==> config.mk <==
export PLATFORM = sky130hd
export DESIGN_NAME = mul_share_arbiter
export DESIGN_NICKNAME = d
export VERILOG_FILES = /design/src/rtl/mul_share_pkg.sv /design/src/rtl/accelerator_core.sv /design/src/rtl/mul_share_arbiter_rr_arbiter.sv /design/src/rtl/mul_share_arbiter.sv
export SDC_FILE = /design/constraint.sdc
export NUM_CORES = 1
export LEC_CHECK = 0
export BUFFER_PORTS_ARGS = -buffer_cell sky130_fd_sc_hd__buf_2
export CAP_MARGIN = 20
export CORE_MARGIN = 8
export CORE_UTILIZATION = 55
export DETAILED_ROUTE_END_ITERATION = 12
export PLACE_DENSITY = 0.77
export SLEW_MARGIN = 10
export SYNTH_ARGS = -nofsm -noshare
export SYNTH_HDL_FRONTEND = slang
export SYNTH_HIERARCHICAL = 1
export SYNTH_SLANG_ARGS = --single-unit
==> constraint.sdc <==
create_clock -name clk -period 9.4 [get_ports clk]
set_input_delay 0.94 -clock clk [delete_from_list [all_inputs] [get_ports clk]]
set_output_delay 0.94 -clock clk [all_outputs]
set_load 0.1 [all_outputs]
==> src/rtl/mul_share_pkg.sv <==
// rtl/mul_share_pkg.sv - shared types and constants for the multiplier-sharing arbiter
// Contents:
//   state_t   : arbiter FSM states (IDLE, EXEC, RESP)
//   OPERAND_W : operand width of the shared multiplier
//   PRODUCT_W : full product width of the shared multiplier
//   idx_w()   : width of a requester index for a given requester count
package mul_share_pkg;

   localparam int OPERAND_W = 16;
   localparam int PRODUCT_W = 32;

   typedef enum logic [1:0] {
      IDLE = 2'd0,
      EXEC = 2'd1,
      RESP = 2'd2
   } state_t;

   // At least one bit, so a two-requester build still has a usable index.
   function automatic int idx_w(input int n);
      return (n <= 2) ? 1 : $clog2(n);
   endfunction

endpackage

==> src/rtl/accelerator_core.sv <==
// rtl/accelerator_core.sv - registered 16x16 unsigned multiplier with overflow flag
// Ports:
//   clk, wb_rst_i  : clock, asynchronous active-high reset
//   en             : capture strobe; outputs update on the edge ending an en cycle
//   a, b           : unsigned operands
//   result         : low half of the product (registered)
//   overflow       : product exceeded the operand width (registered)
module accelerator_core
   import mul_share_pkg::*;
(
   input  logic                 clk,
   input  logic                 wb_rst_i,
   input  logic                 en,
   input  logic [OPERAND_W-1:0] a,
   input  logic [OPERAND_W-1:0] b,
   output logic [OPERAND_W-1:0] result,
   output logic                 overflow
);

   logic [PRODUCT_W-1:0] product;

   assign product = PRODUCT_W'(a) * PRODUCT_W'(b);

   always_ff @(posedge clk or posedge wb_rst_i) begin
      if (wb_rst_i) begin
         result   <= '0;
         overflow <= 1'b0;
      end else if (en) begin
         result   <= product[OPERAND_W-1:0];
         overflow <= |product[PRODUCT_W-1:OPERAND_W];
      end
   end

endmodule

==> src/rtl/mul_share_arbiter_rr_arbiter.sv <==
// rtl/mul_share_arbiter_rr_arbiter.sv - pointer-based round-robin one-hot grant
// Ports:
//   clk, wb_rst_i : clock, asynchronous active-high reset
//   req           : per-requester request vector
//   advance       : move the pointer to one past last_idx
//   last_idx      : index of the requester just served
//   grant         : one-hot (or zero) grant, first request at or above the pointer
//   grant_idx     : binary index of the granted requester
module rr_arbiter
   import mul_share_pkg::*;
#(
   parameter int NUM_REQ = 4,
   parameter int IDX_W   = idx_w(NUM_REQ)
)(
   input  logic               clk,
   input  logic               wb_rst_i,
   input  logic [NUM_REQ-1:0] req,
   input  logic               advance,
   input  logic [IDX_W-1:0]   last_idx,
   output logic [NUM_REQ-1:0] grant,
   output logic [IDX_W-1:0]   grant_idx
);

   logic [IDX_W-1:0] ptr_q;
   logic [IDX_W:0]   sum;
   logic [IDX_W-1:0] cand;
   logic             found;

   // Scan NUM_REQ candidates starting at the pointer; the extra sum bit
   // lets the wrap use a plain subtract for non-power-of-two counts.
   always_comb begin
      grant     = '0;
      grant_idx = '0;
      found     = 1'b0;
      sum       = '0;
      cand      = '0;
      for (int off = 0; off < NUM_REQ; off++) begin
         sum = {1'b0, ptr_q} + (IDX_W+1)'(off);
         if (sum >= (IDX_W+1)'(NUM_REQ))
            sum = sum - (IDX_W+1)'(NUM_REQ);
         cand = sum[IDX_W-1:0];
         if (!found && req[cand]) begin
            grant[cand] = 1'b1;
            grant_idx   = cand;
            found       = 1'b1;
         end
      end
   end

   always_ff @(posedge clk or posedge wb_rst_i) begin
      if (wb_rst_i)
         ptr_q <= '0;
      else if (advance)
         ptr_q <= (last_idx == IDX_W'(NUM_REQ-1)) ? '0 : last_idx + IDX_W'(1);
   end

endmodule

==> src/rtl/mul_share_arbiter.sv <==
// rtl/mul_share_arbiter.sv - round-robin sharing of one multiplier among NUM_REQ requesters
// Ports:
//   clk, wb_rst_i          : clock, asynchronous active-high reset
//   req_valid/req_ready    : per-requester request handshake (ready one-hot or zero)
//   req_a, req_b           : packed 16-bit operands, slice i for requester i
//   rsp_valid/rsp_ready    : per-requester response handshake (valid one-hot or zero)
//   rsp_result             : low 16 bits of the product, shared bus
//   rsp_overflow           : product did not fit in 16 bits, shared bus
//   busy                   : FSM not in IDLE
//   stat_clr               : synchronous clear of both statistics counters
//   stat_ops, stat_ovf     : saturating counts of completed / overflowing operations
module mul_share_arbiter
   import mul_share_pkg::*;
#(
   parameter int NUM_REQ = 4,
   parameter int CNT_W   = 16
)(
   input  logic                           clk,
   input  logic                           wb_rst_i,
   input  logic [NUM_REQ-1:0]             req_valid,
   output logic [NUM_REQ-1:0]             req_ready,
   input  logic [NUM_REQ*OPERAND_W-1:0]   req_a,
   input  logic [NUM_REQ*OPERAND_W-1:0]   req_b,
   output logic [NUM_REQ-1:0]             rsp_valid,
   input  logic [NUM_REQ-1:0]             rsp_ready,
   output logic [OPERAND_W-1:0]           rsp_result,
   output logic                           rsp_overflow,
   output logic                           busy,
   input  logic                           stat_clr,
   output logic [CNT_W-1:0]               stat_ops,
   output logic [CNT_W-1:0]               stat_ovf
);

   localparam int IDX_W = idx_w(NUM_REQ);

   state_t               state_q, state_d;
   logic [IDX_W-1:0]     winner_q;
   logic [IDX_W-1:0]     grant_idx;
   logic [NUM_REQ-1:0]   grant;
   logic [NUM_REQ-1:0]   arb_req;
   logic [OPERAND_W-1:0] op_a_q, op_b_q;
   logic [OPERAND_W-1:0] sel_a, sel_b;
   logic                 accept;
   logic                 rsp_hs;

   // Requests are only visible to the arbiter in IDLE, so req_ready is
   // zero in EXEC and RESP without any extra gating.
   assign arb_req = (state_q == IDLE) ? req_valid : '0;

   rr_arbiter #(
      .NUM_REQ (NUM_REQ),
      .IDX_W   (IDX_W)
   ) u_rr_arbiter (
      .clk       (clk),
      .wb_rst_i  (wb_rst_i),
      .req       (arb_req),
      .advance   (rsp_hs),
      .last_idx  (winner_q),
      .grant     (grant),
      .grant_idx (grant_idx)
   );

   assign req_ready = grant;
   assign accept    = |grant;
   assign rsp_hs    = (state_q == RESP) && rsp_ready[winner_q];
   assign busy      = (state_q != IDLE);

   always_comb begin
      sel_a = '0;
      sel_b = '0;
      for (int i = 0; i < NUM_REQ; i++) begin
         if (grant[i]) begin
            sel_a = req_a[i*OPERAND_W +: OPERAND_W];
            sel_b = req_b[i*OPERAND_W +: OPERAND_W];
         end
      end
   end

   always_comb begin
      state_d = state_q;
      case (state_q)
         IDLE:    if (accept) state_d = EXEC;
         EXEC:    state_d = RESP;
         RESP:    if (rsp_hs) state_d = IDLE;
         default: state_d = IDLE;
      endcase
   end

   always_ff @(posedge clk or posedge wb_rst_i) begin
      if (wb_rst_i)
         state_q <= IDLE;
      else
         state_q <= state_d;
   end

   always_ff @(posedge clk or posedge wb_rst_i) begin
      if (wb_rst_i) begin
         op_a_q   <= '0;
         op_b_q   <= '0;
         winner_q <= '0;
      end else if (state_q == IDLE && accept) begin
         op_a_q   <= sel_a;
         op_b_q   <= sel_b;
         winner_q <= grant_idx;
      end
   end

   // The operand registers stay put until the next accept, and the core
   // only captures in EXEC, so the response bus is stable through RESP.
   accelerator_core u_accelerator_core (
      .clk      (clk),
      .wb_rst_i (wb_rst_i),
      .en       (state_q == EXEC),
      .a        (op_a_q),
      .b        (op_b_q),
      .result   (rsp_result),
      .overflow (rsp_overflow)
   );

   always_comb begin
      rsp_valid = '0;
      if (state_q == RESP)
         rsp_valid[winner_q] = 1'b1;
   end

   // Clear wins over a coincident increment; both counters stick at all-ones.
   always_ff @(posedge clk or posedge wb_rst_i) begin
      if (wb_rst_i) begin
         stat_ops <= '0;
         stat_ovf <= '0;
      end else if (stat_clr) begin
         stat_ops <= '0;
         stat_ovf <= '0;
      end else if (rsp_hs) begin
         if (!(&stat_ops))
            stat_ops <= stat_ops + CNT_W'(1);
         if (rsp_overflow && !(&stat_ovf))
            stat_ovf <= stat_ovf + CNT_W'(1);
      end
   end

endmodule

Word level (Yosys, flattened, before mapping)
Index checks and enable logic that the tools add are counted.
{"block": "totals", "out_inout_bits": 58, "regBits": 87, "inputBits": 139}
{"block": "op_classes", "n_eq_ne": 6, "n_addsub": 10, "n_mux": 55, "reduce_logical": 26, "mul": 1, "n_bitwise": 3, "magnitude_cmp": 14}
{"operator": "$mux W16", "n": 14}
{"operator": "$add A16 B1 Y16 const B", "n": 2}
{"operator": "$mul A16 B16 Y32", "n": 1}
{"operator": "$reduce_and A16 Y1", "n": 2}
{"operator": "$mux W4", "n": 6}
{"operator": "$mux W2", "n": 11}
{"operator": "$reduce_or A16 Y1", "n": 1}
{"operator": "$lt A2 B3 Y1 const B", "n": 5}
{"operator": "$mux W1", "n": 13}
{"operator": "$or A4 B4 Y4", "n": 3}
{"operator": "$logic_and A1 B1 Y1", "n": 11}
{"operator": "$bmux W1 S2", "n": 5}
{"operator": "$demux W1 S2", "n": 5}
{"operator": "$ge A2 B1 Y1 const B", "n": 5}
{"operator": "$ge A3 B3 Y1 const B", "n": 3}
{"operator": "$sub A2 B1 Y2 const B", "n": 4}
{"operator": "$add A2 B2 Y3 const B", "n": 2}
{"operator": "$ne A2 B2 Y1 const B", "n": 3}
{"operator": "$pmux W2 S3", "n": 1}
{"operator": "$reduce_and A2 Y1", "n": 3}
{"operator": "$reduce_bool A2 Y1", "n": 3}
{"operator": "$eq A2 B2 Y1 const B", "n": 2}
{"operator": "$logic_not A1 Y1", "n": 4}
{"operator": "$reduce_or A4 Y1", "n": 1}
{"operator": "5 further kinds", "n": 5}

Depth between registers and ports, before layout
{"block": "logic_depth", "ltp_word": 18, "mapped_depth": 25}

Hierarchy
The synthesis kept the hierarchy.
{"mod": "accelerator_core", "cells_each": 1012, "area_each_um2": 9106.2, "n_inst": 1, "seq_area_each_um2": 425.4}
{"mod": "mul_share_arbiter", "cells_each": 469, "area_each_um2": 4086.4, "n_inst": 1, "seq_area_each_um2": 1701.6}
{"mod": "rr_arbiter", "cells_each": 67, "area_each_um2": 516.7, "n_inst": 1, "seq_area_each_um2": 50.0}

Worst setup path before layout
OpenSTA, ideal clock, no wires.
{"block": "synth_path", "kind": "reg2reg", "start": "reg op_b_q[6]", "end": "reg u_accelerator_core.overflow", "setup_time_ps": 126, "t_required_ps": 9274, "n_path_buf": 2, "path_stages_with_launch": 24, "period_less_slack_ps": 6600, "path_slack_ps": 2800, "t_arrival_ps": 6474, "path_cell_list": "dfrtp_1 -> clkbuf_1 -> and2_1 -> fa_1 -> inv_1 -> fa_1 -> inv_1 -> fa_1 -> inv_1 -> fa_1 -> inv_1 -> fa_1 -> fa_1 -> ha_1 -> and3_1 -> buf_2 -> nand4_1 -> a2111oi_0 -> o21ai_1 -> a31oi_2 -> nand4_1 -> mux2i_1 -> or4_1 -> o32a_1"}
{"block": "synth_between", "elab_chain_len": 2}
{"element": "from (decl)", "line": "mul_share_arbiter.sv:41", "source": "logic [OPERAND_W-1:0] op_a_q, op_b_q;"}
{"element": "from (signal assigned)", "line": "mul_share_arbiter.sv:103", "source": "op_b_q <= sel_b;"}
{"element": "$mul A16 B16 Y32", "line": "accelerator_core.sv:22", "source": "assign product = PRODUCT_W'(a) * PRODUCT_W'(b);"}
{"element": "$reduce_or A16 Y1", "line": "accelerator_core.sv:30", "source": "overflow <= |product[PRODUCT_W-1:OPERAND_W];"}
{"element": "to (signal assigned)", "line": "accelerator_core.sv:30"}
{"element": "to (decl)", "line": "accelerator_core.sv:17", "source": "output logic overflow"}
Every way passes these cells.
A chain may end at the register's enable or synchronous reset.

Worst setup path after layout
{"block": "layout_path", "start": "reg op_a_q[6]", "end": "reg u_accelerator_core.overflow"}
{"block": "layout_between", "elab_chain_len": 2}
{"element": "from (decl)", "line": "mul_share_arbiter.sv:41"}
{"element": "from (signal assigned)", "line": "mul_share_arbiter.sv:102", "source": "op_a_q <= sel_a;"}
{"element": "$mul A16 B16 Y32", "line": "accelerator_core.sv:22"}
{"element": "$reduce_or A16 Y1", "line": "accelerator_core.sv:30"}
Every way passes these cells.

==> summary.md <==
| Metric | Value |
|---|---|
| CP endpoint kind | `register` |
| Synthesized netlist cell count | `1548` |
| Slew margin rel. | `28.6%` |
| TritonCTS buffer count | `9` |
| Largest family of logic cells by synthesized area | `adder cells` |
| Clock Latency Late Sink | `0.35 ns` |
| First-pass iteration count of the detailed router | `5` |
| Worst Hold Class | `in -> async` |
| Worst-path fanout max | `17` |
| Post-Synth Adder-Cell Area | `38.6%` |
| Sink Count | `87` |
| Final Skew | `0.0105 ns` |
| Mapped cell area | `0.0137 mm2` |
| Worst-path clk slew | `0.07 ns` |
| Compound-Gate Fraction of Synth Area | `10.7%` |
| Hpwl dp | `28.2 mm` |
| CTS Buffer Depth | `2` |
| Syn. warnings | `6` |
| Residual DRC count | `0` |
| Sequential-to-total area share from yosys stat | `15.9%` |
| Crit Path Class | `reg -> reg` |
| Req. time, crit path | `9.64 ns` |
| Nets | `2123` |
| Hold Fails Final Rpt | `0` |
| FMAX | `0.139 GHz` |
| CORE AREA | `0.0244 mm2` |
| Via density | `5.63` |
| First-pass GRT wire length | `58.1 mm` |
| Worst reg2reg setup slack | `2.23 ns` |
| Design Area, Final | `0.0151 mm2` |
| Max cap viols | `0` |
| Distinct cell type count after synthesis | `76` |
| Final core occ | `61.9%` |
| FP Rows | `57` |
| Vias | `11297` |
| Min Tclk post-route | `7.17 ns` |
| Final wirelength | `35.6 mm` |
| Status | `completed` |
| Top FF cell, synth | `dfrtp_1` |
| Final GP Congestion | `0.909` |
| Slew at the pin with the worst max-slew slack | `1.07 ns` |
| Total congestion overflow | `0` |
| Crit path launch type | `register` |
| Post-synth EDFFs | `0` |
| TritonCTS clock tree | `built` |
| RSZ-0062 raised after global routing | `no` |
| Crit path DAT | `7.41 ns` |
| Syn nets | `1993` |
| Diode count | `0` |
| Post-Syn Area per Cell | `8.86 um2` |
| H-tree levels | `3` |
| GRT Total Usage | `23.3%` |
| DRT iter0 DRCs | `716` |
| Full die area | `0.0302 mm2` |
| Setup TNS | `0 ns` |
| Post-CTS setup buffers | `0` |
| # setup viols final | `0` |
| Post-synthesis xor/xnor area fraction | `3.07%` |
| Area grow syn2layout | `10.2%` |
| Post-Synth Simple-Gate Area | `21.1%` |
| Boundary Pins | `197` |
| CTS resizes | `0` |
| Ratio of cells with drive above 1 in the final layout | `16.2%` |
| Antenna violations before repair | `1` |
| Slew Limit Fails | `0` |
| DIE HEIGHT | `174 um` |
| Final period util | `76.3%` |
| Initial Util | `56.2%` |
| I/O Buffers | `196` |
| Area after DPL | `0.0148 mm2` |
| Mux share of post-synthesis cell area | `2.35%` |
| Largest net degree at the start of global routing | `67` |
| Antenna-violating nets left | `0` |
| Root Buffer | `clkbuf_16` |
| FF+latch count, synth | `87` |
| Ys async rst share | `100%` |
| Vias in the first global route | `11575` |
| CTS Hold Bufs | `0` |
| Drt wl/cell | `17.8 um` |
| Horiz. Die Dim | `174 um` |
through the flow:
step / worst slack, ns / std cells / hold WS [ns]
CTS: 2.26 / 2005 / 0.458
finish: 2.23 / 2007 / 0.469
floorplan: 2.80 / 1548 / 0.540
detailed placement: 2.30 / 1989 / 0.494
global placement: 2.40 / 1989 / 0.491
global route: 1.92 / 2007 / 0.464
sequential cells by signal, summed over array words and instances (netlist names):
| signal | flops |
|---|---|
| stat_ops | 16 |
| winner_q | 2 |
| op_a_q | 16 |
| u_rr_arbiter/ptr_q | 2 |
| u_accelerator_core/overflow | 1 |
| stat_ovf | 16 |
| op_b_q | 16 |
| u_accelerator_core/result | 16 |
| state_q | 2 |
kinds of logic after synthesis:
| group | Yosys count |
|---|---|
| simple gates | 574 |
| fa+ha+maj | 306 |
| buf+inv | 291 |
| compound gates | 215 |
| flops | 87 |
| xor+xnor | 48 |
| mux | 27 |
worst max-delay path, cell delays in order, from the launching register on:
cell and delay, ns:
dfrtp_1 0.64, and2_1 0.31, fa_1 0.49, inv_1 0.05, fa_1 0.52, inv_1 0.05
fa_1 0.49, inv_1 0.05, fa_1 0.47, inv_1 0.06, fa_1 0.52, fa_1 0.51
ha_1 0.39, and3_1 0.31, nand4_1 0.13, a2111oi_0 0.39, o21ai_1 0.19, a31oi_2 0.29
nand4_1 0.15, mux2i_1 0.14, or4_1 0.53, o32a_1 0.35
final cells by class:
class | count | area [um2]
multi-input combinational | 1170 | 10400
fill | 2093 | 9290
sequential | 87 | 2180
timing repair buffer | 202 | 1050
inverter | 208 | 781
tap | 324 | 405
clock buffer | 9 | 225
clock inverter | 7 | 62.6
cell usage in the layout, fill, tap and decap left out, drive strengths merged, types with 6 or more instances in the layout:
cell type	count
nand4	17
nor2b	37
buf	202
nand2b	6
and3	8
a221oi	33
and4	6
o211ai	8
a21o	7
mux2	19
nor3	52
a31oi	9
mux2i	6
ha	112
fa	194
inv	212
dfrtp	87
nor2	86
nand2	200
nor4	10
nand3	26
xor2	7
clkbuf	9
a21oi	98
a211oi	9
xnor2	41
and2	106
o21ai	21
synthesized netlist by cell type, types with 3 or more instances:
cell type,instances,share of area [%]
a22o_1,4,0.26
and4_1,6,0.38
nand2b_1,6,0.27
and3_1,8,0.37
fa_1,194,28
a211oi_1,4,0.22
xor2_1,7,0.45
nor2_1,86,2.4
nand4_1,16,0.73
buf_2,7,0.26
o211ai_1,8,0.44
o21ai_0,14,0.51
clkbuf_1,66,1.8
nor3_1,47,1.7
and2_1,106,4.8
o21ai_1,7,0.26
nor2b_1,37,1.7
a211oi_2,5,0.46
a221oi_1,33,2.1
buf_6,5,0.41
ha_1,112,10
or3_1,3,0.14
a21o_1,7,0.38
nand2_1,198,5.4
mux2_2,17,1.4
nor4_1,5,0.23
buf_1,4,0.11
dfrtp_1,87,16
nor3_2,5,0.37
xnor2_1,41,2.6
inv_1,208,5.7
nor4_2,5,0.46
a31oi_1,8,0.37
a21oi_1,96,3.5
a221o_1,4,0.29
nand3b_1,4,0.22
mux2i_1,6,0.44
nand3_1,26,0.95
routing by layer:
layer / up-vias / track usage (%) / routed length (um)
met4: 2 / 5.84 / 722
li1: 5310 / - / -
met5: - / 0 / 16
met3: 53 / 3.99 / 1970
met2: 348 / 40.9 / 18300
met1: 5584 / 29.3 / 14600
path summary, 6_finish.rpt:
path | endpoint | start | cells after the start
min in group clk | u_accelerator_core/result[12]$_DFFE_PP0P_ | u_accelerator_core/result[12]$_DFFE_PP0P_ | 1
min reg2reg | u_accelerator_core/result[12]$_DFFE_PP0P_ | u_accelerator_core/result[12]$_DFFE_PP0P_ | 1
max in group asynchronous | op_b_q[14]$_DFFE_PP0P_ | wb_rst_i | 3
max | u_accelerator_core/overflow$_DFFE_PP0P_ | op_a_q[6]$_DFFE_PP0P_ | 21
min | u_rr_arbiter/ptr_q[0]$_DFFE_PP0P_ | wb_rst_i | 2
max reg2reg | u_accelerator_core/overflow$_DFFE_PP0P_ | op_a_q[6]$_DFFE_PP0P_ | 21
Power is not shown: default switching activity piles up to over one toggle a cycle in this logic, so the estimate is an artifact.
